--- src/rtl/icache_refill_ctrl.sv ---
// -----------------------------------------------------------------------------
// icache_refill_ctrl
//
// Line-fill controller for the instruction cache. It accepts a miss and sends
// one refill request to memory. It then joins two response beats (low half
// first) into one line and writes that line into a victim way. The victim way
// is chosen round-robin.
//
// Optional feature: define ICACHE_REFILL_ERR_EN to make a beat that carries
// mem_rsp_error_i abort the refill. The abort goes through a one-cycle ERR
// state that pulses error_o. When the macro is undefined, mem_rsp_error_i is
// ignored and error_o is tied low.
//
// Ports:
//   clk_i, rst_i           clock, asynchronous active-high reset
//   miss_valid_i/idx_i     miss request from the lookup logic
//   miss_ready_o           controller is idle and can accept a miss
//   mem_req_valid_o/idx_o  refill request to memory, held until mem_req_ready_i
//   mem_rsp_*_i            response beats; memory never stalls a beat
//   way_req_o/we_o/addr_o/data_o  one-hot way write port, active in WRITE only
//   fill_way_o             victim way for the current or next fill
//   done_o / error_o       one-cycle completion / abort pulses
//   busy_o                 controller is not idle
// -----------------------------------------------------------------------------
module icache_refill_ctrl #(
    parameter int unsigned ADDR_WIDTH = 8,
    parameter int unsigned WORD_SIZE  = 64,
    parameter int unsigned SET_WIDTH  = 128,
    parameter int unsigned NUM_WAYS   = 4
) (
    input  logic                        clk_i,
    input  logic                        rst_i,
    input  logic                        miss_valid_i,
    input  logic [ADDR_WIDTH-1:0]       miss_idx_i,
    output logic                        miss_ready_o,
    output logic                        mem_req_valid_o,
    output logic [ADDR_WIDTH-1:0]       mem_req_idx_o,
    input  logic                        mem_req_ready_i,
    input  logic                        mem_rsp_valid_i,
    input  logic [WORD_SIZE-1:0]        mem_rsp_data_i,
    input  logic                        mem_rsp_error_i,
    output logic [NUM_WAYS-1:0]         way_req_o,
    output logic                        way_we_o,
    output logic [ADDR_WIDTH-1:0]       way_addr_o,
    output logic [SET_WIDTH-1:0]        way_data_o,
    output logic [$clog2(NUM_WAYS)-1:0] fill_way_o,
    output logic                        done_o,
    output logic                        error_o,
    output logic                        busy_o
);

    localparam int unsigned VW = $clog2(NUM_WAYS);

    localparam logic [2:0] ST_IDLE  = 3'd0;
    localparam logic [2:0] ST_REQ   = 3'd1;
    localparam logic [2:0] ST_BEAT0 = 3'd2;
    localparam logic [2:0] ST_BEAT1 = 3'd3;
    localparam logic [2:0] ST_WRITE = 3'd4;
`ifdef ICACHE_REFILL_ERR_EN
    localparam logic [2:0] ST_ERR   = 3'd5;
`endif

    localparam logic [VW-1:0]       VICTIM_ONE = 1;
    localparam logic [NUM_WAYS-1:0] WAY_ONE    = 1;

    logic [2:0]            state_q,    state_d;
    logic [ADDR_WIDTH-1:0] idx_q,      idx_d;
    logic [WORD_SIZE-1:0]  line_lo_q,  line_lo_d;
    logic [ADDR_WIDTH-1:0] way_addr_q, way_addr_d;
    logic [SET_WIDTH-1:0]  way_data_q, way_data_d;
    logic [VW-1:0]         victim_q,   victim_d;

`ifndef ICACHE_REFILL_ERR_EN
    logic unused_rsp_error;
    assign unused_rsp_error = mem_rsp_error_i;
`endif

    always_comb begin
        state_d    = state_q;
        idx_d      = idx_q;
        line_lo_d  = line_lo_q;
        way_addr_d = way_addr_q;
        way_data_d = way_data_q;
        victim_d   = victim_q;
        case (state_q)
            ST_IDLE: begin
                if (miss_valid_i) begin
                    idx_d   = miss_idx_i;
                    state_d = ST_REQ;
                end
            end
            ST_REQ: begin
                if (mem_req_ready_i) begin
                    state_d = ST_BEAT0;
                end
            end
            ST_BEAT0: begin
                if (mem_rsp_valid_i) begin
                    line_lo_d = mem_rsp_data_i;
                    state_d   = ST_BEAT1;
`ifdef ICACHE_REFILL_ERR_EN
                    if (mem_rsp_error_i) begin
                        state_d = ST_ERR;
                    end
`endif
                end
            end
            ST_BEAT1: begin
                if (mem_rsp_valid_i) begin
                    // The write-port registers load only here. They keep their
                    // value until the next completed fill.
                    way_data_d = {mem_rsp_data_i, line_lo_q};
                    way_addr_d = idx_q;
                    state_d    = ST_WRITE;
`ifdef ICACHE_REFILL_ERR_EN
                    if (mem_rsp_error_i) begin
                        way_data_d = way_data_q;
                        way_addr_d = way_addr_q;
                        state_d    = ST_ERR;
                    end
`endif
                end
            end
            ST_WRITE: begin
                // NUM_WAYS is a power of two, so the natural wrap gives modulo.
                victim_d = victim_q + VICTIM_ONE;
                state_d  = ST_IDLE;
            end
`ifdef ICACHE_REFILL_ERR_EN
            ST_ERR: begin
                state_d = ST_IDLE;
            end
`endif
            default: begin
                state_d = ST_IDLE;
            end
        endcase
    end

    always_ff @(posedge clk_i or posedge rst_i) begin
        if (rst_i) begin
            state_q    <= ST_IDLE;
            idx_q      <= '0;
            line_lo_q  <= '0;
            way_addr_q <= '0;
            way_data_q <= '0;
            victim_q   <= '0;
        end else begin
            state_q    <= state_d;
            idx_q      <= idx_d;
            line_lo_q  <= line_lo_d;
            way_addr_q <= way_addr_d;
            way_data_q <= way_data_d;
            victim_q   <= victim_d;
        end
    end

    assign miss_ready_o    = (state_q == ST_IDLE);
    assign busy_o          = (state_q != ST_IDLE);
    assign mem_req_valid_o = (state_q == ST_REQ);
    assign mem_req_idx_o   = idx_q;
    assign way_we_o        = (state_q == ST_WRITE);
    assign way_req_o       = (state_q == ST_WRITE) ? (WAY_ONE << victim_q) : '0;
    assign way_addr_o      = way_addr_q;
    assign way_data_o      = way_data_q;
    assign fill_way_o      = victim_q;
    assign done_o          = (state_q == ST_WRITE);
`ifdef ICACHE_REFILL_ERR_EN
    assign error_o         = (state_q == ST_ERR);
`else
    assign error_o         = 1'b0;
`endif

endmodule
--- config.mk ---
export PLATFORM = sky130hd
export DESIGN_NAME = icache_refill_ctrl
export DESIGN_NICKNAME = d
export VERILOG_FILES = /design/src/rtl/icache_refill_ctrl.sv
export SDC_FILE = /design/constraint.sdc
export NUM_CORES = 1
export LEC_CHECK = 0
export ABC_AREA = 1
export CAP_MARGIN = 25
export CORE_MARGIN = 2
export CORE_UTILIZATION = 47
export CTS_CLUSTER_DIAMETER = 200
export DETAILED_ROUTE_END_ITERATION = 16
export PLACE_DENSITY_LB_ADDON = 0.08
export SYNTH_ARGS = -nofsm -noshare
export SYNTH_HDL_FRONTEND = slang
export SYNTH_SLANG_ARGS = --single-unit
--- constraint.sdc ---
create_clock -name clk_i -period 7.66 [get_ports clk_i]
set_clock_uncertainty 0.1 [all_clocks]
set_input_delay 1.149 -clock clk_i [delete_from_list [all_inputs] [get_ports clk_i]]
set_output_delay 1.149 -clock clk_i [all_outputs]
set_load 0.005 [all_outputs]
### Word-level counts from Yosys, hierarchy flattened

Cells that the tools add are included.

* flip-flop bits (word level): 213
* latch bits: 0
* bits in writable memories: 0
* memory bits (read-only): 0
* bits of input ports: 78
* output and inout port bits: 156
* logic and storage cells: 28
* memories kept: 0

* $add $sub $neg: 1
* multipliers: 0
* div/mod/pow operators: 0
* order comparisons: 0
* eq/ne operators: 8
* shifts and indexed selects: 1
* multiplexer cells: 6
* bitwise gates (word level): 0
* reductions and logical operators: 6

Operators with widths (number)
* $mux 3: 4
* $pmux 3 s4: 1
* $eq 3x2->1 const B: 2
* $ne 2x2->1 const B: 3
* $reduce_and 2->1: 3
* $mux 4: 1
* $reduce_and 4->1: 1
* $shl 1x2->4 const A: 1
* $eq 3x1->1 const B: 1
* $eq 3x3->1 const B: 1
* $logic_not 3->1: 1
* $reduce_bool 3->1: 1
* $add 2x1->2 const B: 1
* $ne 2x1->1 const B: 1

### Logic depth before layout (Yosys ltp)

* word-level depth: 3
* mapped depth: 8

### Worst setup path after synthesis

Ideal clock, no wire load.

* path type: reg2out
* start point: reg state_q[0]
* end point: out way_we_o
* arrival time: 0.941 ns
* setup slack: 5.470 ns
* stages on the path, launching flop included: 5
* buffers on the path: 1
* cells stage by stage: dfrtp_1 inv_1 nand3_1 inv_1 buf_4

* word-level cells in the longest chain between the ends: 1

Ends and longest elaborated chain
* start: declaration: line 66 `logic [2:0] state_q, state_d;`
* start signal: assignment: line 149 `state_q <= state_d;`
* $eq 3x3->1
* end: declaration: line 43 `output logic way_we_o,`

No other way between the ends.

### Final worst setup path

* start point: in mem_rsp_valid_i
* end point: reg way_data_q[116] (netlist: way_data_o[116])

* word-level cells in the longest chain between the ends: 1

Ends and longest elaborated chain
* start: declaration: line 39 `input logic mem_rsp_valid_i,`
* $reduce_and 2->1 (no line)
* end signal: assignment: line 153 `way_data_q <= way_data_d;`
* end: declaration: line 70 `logic [SET_WIDTH-1:0] way_data_q, way_data_d;`

No other way between the ends.
A chain may end at the register's enable or synchronous reset.

==> out/qor.txt <==
total vias in the final route = 6171
antenna violations before repair = 0
post-route standard cell area excluding fillers = 11300 um2
longest individual stage delay on the worst path = 0.76 ns
pins over their slew limit = 0
kind of end point of the critical path = flip-flop
WP data arrival = 3.88 ns
setup repair after global routing missed its margin = no
DRT Wirelength = 18.3 mm
Critical Path Fanout Max = 84
die height = 135 um
Power Dens Cells = 401 nW/um2
final-stage net count = 1166
via count of the first global-routing pass = 5824
TritonCTS buffer count = 23
sequential cell area = 5330 um2
WL per Instance = 13.8 um
cell area reported after detailed placement = 10500 um2
Initial Utilization = 47.4%
row count = 48
cell with the largest stage delay on the worst path = buf_4
critical path start-end classification = input pin to flip-flop
reg-to-reg startpoint = state_q[1]$_DFFE_PP0P_
Core ar. = 17100 um2
most instantiated cells after synthesis = 368 x nand2_1, 213 x dfrtp_1, 79 x inv_1
number of H-tree levels = 1
cts repair resizes = 0
number of design rule violations left after detail routing = 0
overall overflow remaining after global route = 0
endpoint required time on the critical path = 7.98 ns
area share of the leading cell type in the synthesized netlist = 65.7%
DR iter-0 viols = 339
Boundary Pins = 234
Mean Syn Cell Area = 9.34 um2
r2r worst-path depth = 7
startpoint of the worst hold path = line_lo_q[30]$_DFFE_PP0P_
number of buffers added to fix hold violations after cts = 0
cell with the most instances after synthesis = nand2_1
type of the worst min-delay path = flip-flop to flip-flop
total standard cell area after synthesis = 8120 um2
number of enable-type register cells in the synthesized netlist = 0
routability congestion estimate from global placement = 0.776
crit start category = input pin
run status = complete, no violations
final hold violation count = 0
area used by multi-input combinational logic = 2240 um2
clock period minus final worst setup slack = 3.56 ns
overall die area = 18300 um2
post-layout power = 4520 uW
cell count after synthesis = 869
endpoint of the worst-slack reg-to-reg timing path = way_data_o[116]$_DFFE_PP0P_
worst-case headroom to the max-slew limit = 38.4%
clock latency at the later pin of the worst-skew pair = 0.50 ns
detail-routed via count per cell = 4.66
synth warn = 0
setup slack of the most critical reg-to-reg path = 4.79 ns
fin crit share = 46.4%
post-synthesis async set-or-reset flop share = 100%
aggregate global-route resource usage = 20.1%
actual transition at the worst max-transition pin = 0.924 ns
summed negative setup slack over all endpoints = 0 ns
flops & latches, synth = 213
number of fillers in the final layout = 1439
Synthesized Nets = 951
Chip Width = 135 um
setup violators final = 0
hold endpoint = way_data_o[30]$_DFFE_PP0P_
Seq/Total Area, Yosys = 65.7%
share of final-layout standard cells stronger than drive strength 1 = 4.09%
dominant cells by area after synthesis = dfrtp_1 66%, nand2_1 17%, o21ai_1 4.4%
DP Cell Count = 1283
number of detailed-route iterations in the first pass = 4
timing-limited maximum frequency = 0.281 GHz
number of max-capacitance violations reported = 0
antenna-violating nets left = 0
root buffer selected by CTS = clkbuf_16
number of I/O port buffers = 231
hold depth = 2
cell seen most often among critical-path stages = buf_4
Pleak = 0.00564 uW
Yosys top cell by area = dfrtp_1
global-route wire length before repair = 29.9 mm
number of standard cells in the final layout excluding fillers = 1324
clock tree from TritonCTS = built
P&R area growth vs syn = 38.8%
detailed-placement wirelength estimate = 11.4 mm
clock transition at the registers of the reported paths = 0.06 ns
predominant post-synthesis flop cell = dfrtp_1
number of antenna cells inserted = 0
maximum vdd ir drop = 0.223 mV
setup repair bufs after CTS = 0
Max Root-Sink Buffers = 3
cells along the critical path = clkdlybuf4s50_1 > nand3_4 > buf_4 > buf_4 > nand2_1 > o21ai_1
clock sink count = 213
pin count of the biggest net entering global routing = 139
smallest hold slack = 0.362 ns
unique cell type count in the Yosys netlist = 18
==> cell type report <==
type	instances	share of cell area, %
sequential	213	47.3
timing repair buffer	236	21.0
multi-input combinational	528	19.9
clock buffer	35	5.95
inverter	82	2.82
tap	225	2.50
clock inverter	5	0.533
==> report_power, final <==
| part | leakage (uW) | internal, uW | switching (uW) |
|---|---|---|---|
| registers | 0.00269 | 1620 | 264 |
| logic | 0.00259 | 862 | 699 |
| clock network | 0.000355 | 637 | 432 |
==> per-stage QoR <==
stage / setup WS, ns / util, %
final: 4.10 / 65.8
after global routing: 3.85 / 65.8
after CTS: 4.12 / 65.7
after detailed placement: 3.58 / 61.4
after global placement: 3.61 / 61.4
after floorplan: 0.588 / -
==> routing by layer <==
layer	GRT usage (%)	vias up	wire (um)
li1	-	3104	-
met1	28.2	2856	8160
met2	30.2	177	8100
met3	6.21	34	1560
met4	6.54	0	453
met5	0	-	0
==> logic make-up after synthesis <==
family,count (synthesis),synth area share (%)
compound gates,130,8.01
fa+ha+maj,4,0.617
buf+inv,128,7.00
other cells,1,0.0462
flops,213,65.7
xor+xnor,1,0.108
simple gates,392,18.6
==> critical path: cells and delay by family <==
family / cells / cell delay (ns)
buf+inv: 3 / 1.93
simple gates: 2 / 0.58
compound gates: 1 / 0.11
==> sequential cells by signal, indices dropped and copies added (netlist names) <==
signal         flops
mem_req_idx_o      8
way_data_o       128
fill_way_o         2
line_lo_q         64
way_addr_o         8
state_q            3
==> cells in the final DEF, fill, tap and decap left out, drive strengths merged <==
cell,n
o21ai,130
conb,1
inv,84
ha,4
clkinv,1
nor2,7
bufinv,1
buf,5
xor2,1
clkinvlp,1
nand2,368
clkdlybuf4s50,231
nand4,1
dfrtp,213
clkbuf,35
nand3,16
==> worst max-delay path by stage <==
stage                         start                          end  slack, ns
detailed placement  mem_rsp_valid_i  way_data_o[101]$_DFFE_PP0P_       3.58
global route        mem_rsp_valid_i  way_data_o[101]$_DFFE_PP0P_       3.85
finish              mem_rsp_valid_i  way_data_o[116]$_DFFE_PP0P_       4.10
global placement    mem_rsp_valid_i  way_data_o[107]$_DFFE_PP0P_       3.61
floorplan                     rst_i    fill_way_o[0]$_DFFE_PP0P_       0.59
CTS                 mem_rsp_valid_i  way_data_o[101]$_DFFE_PP0P_       4.12
Note: power is estimated with default switching activity, not from simulation.
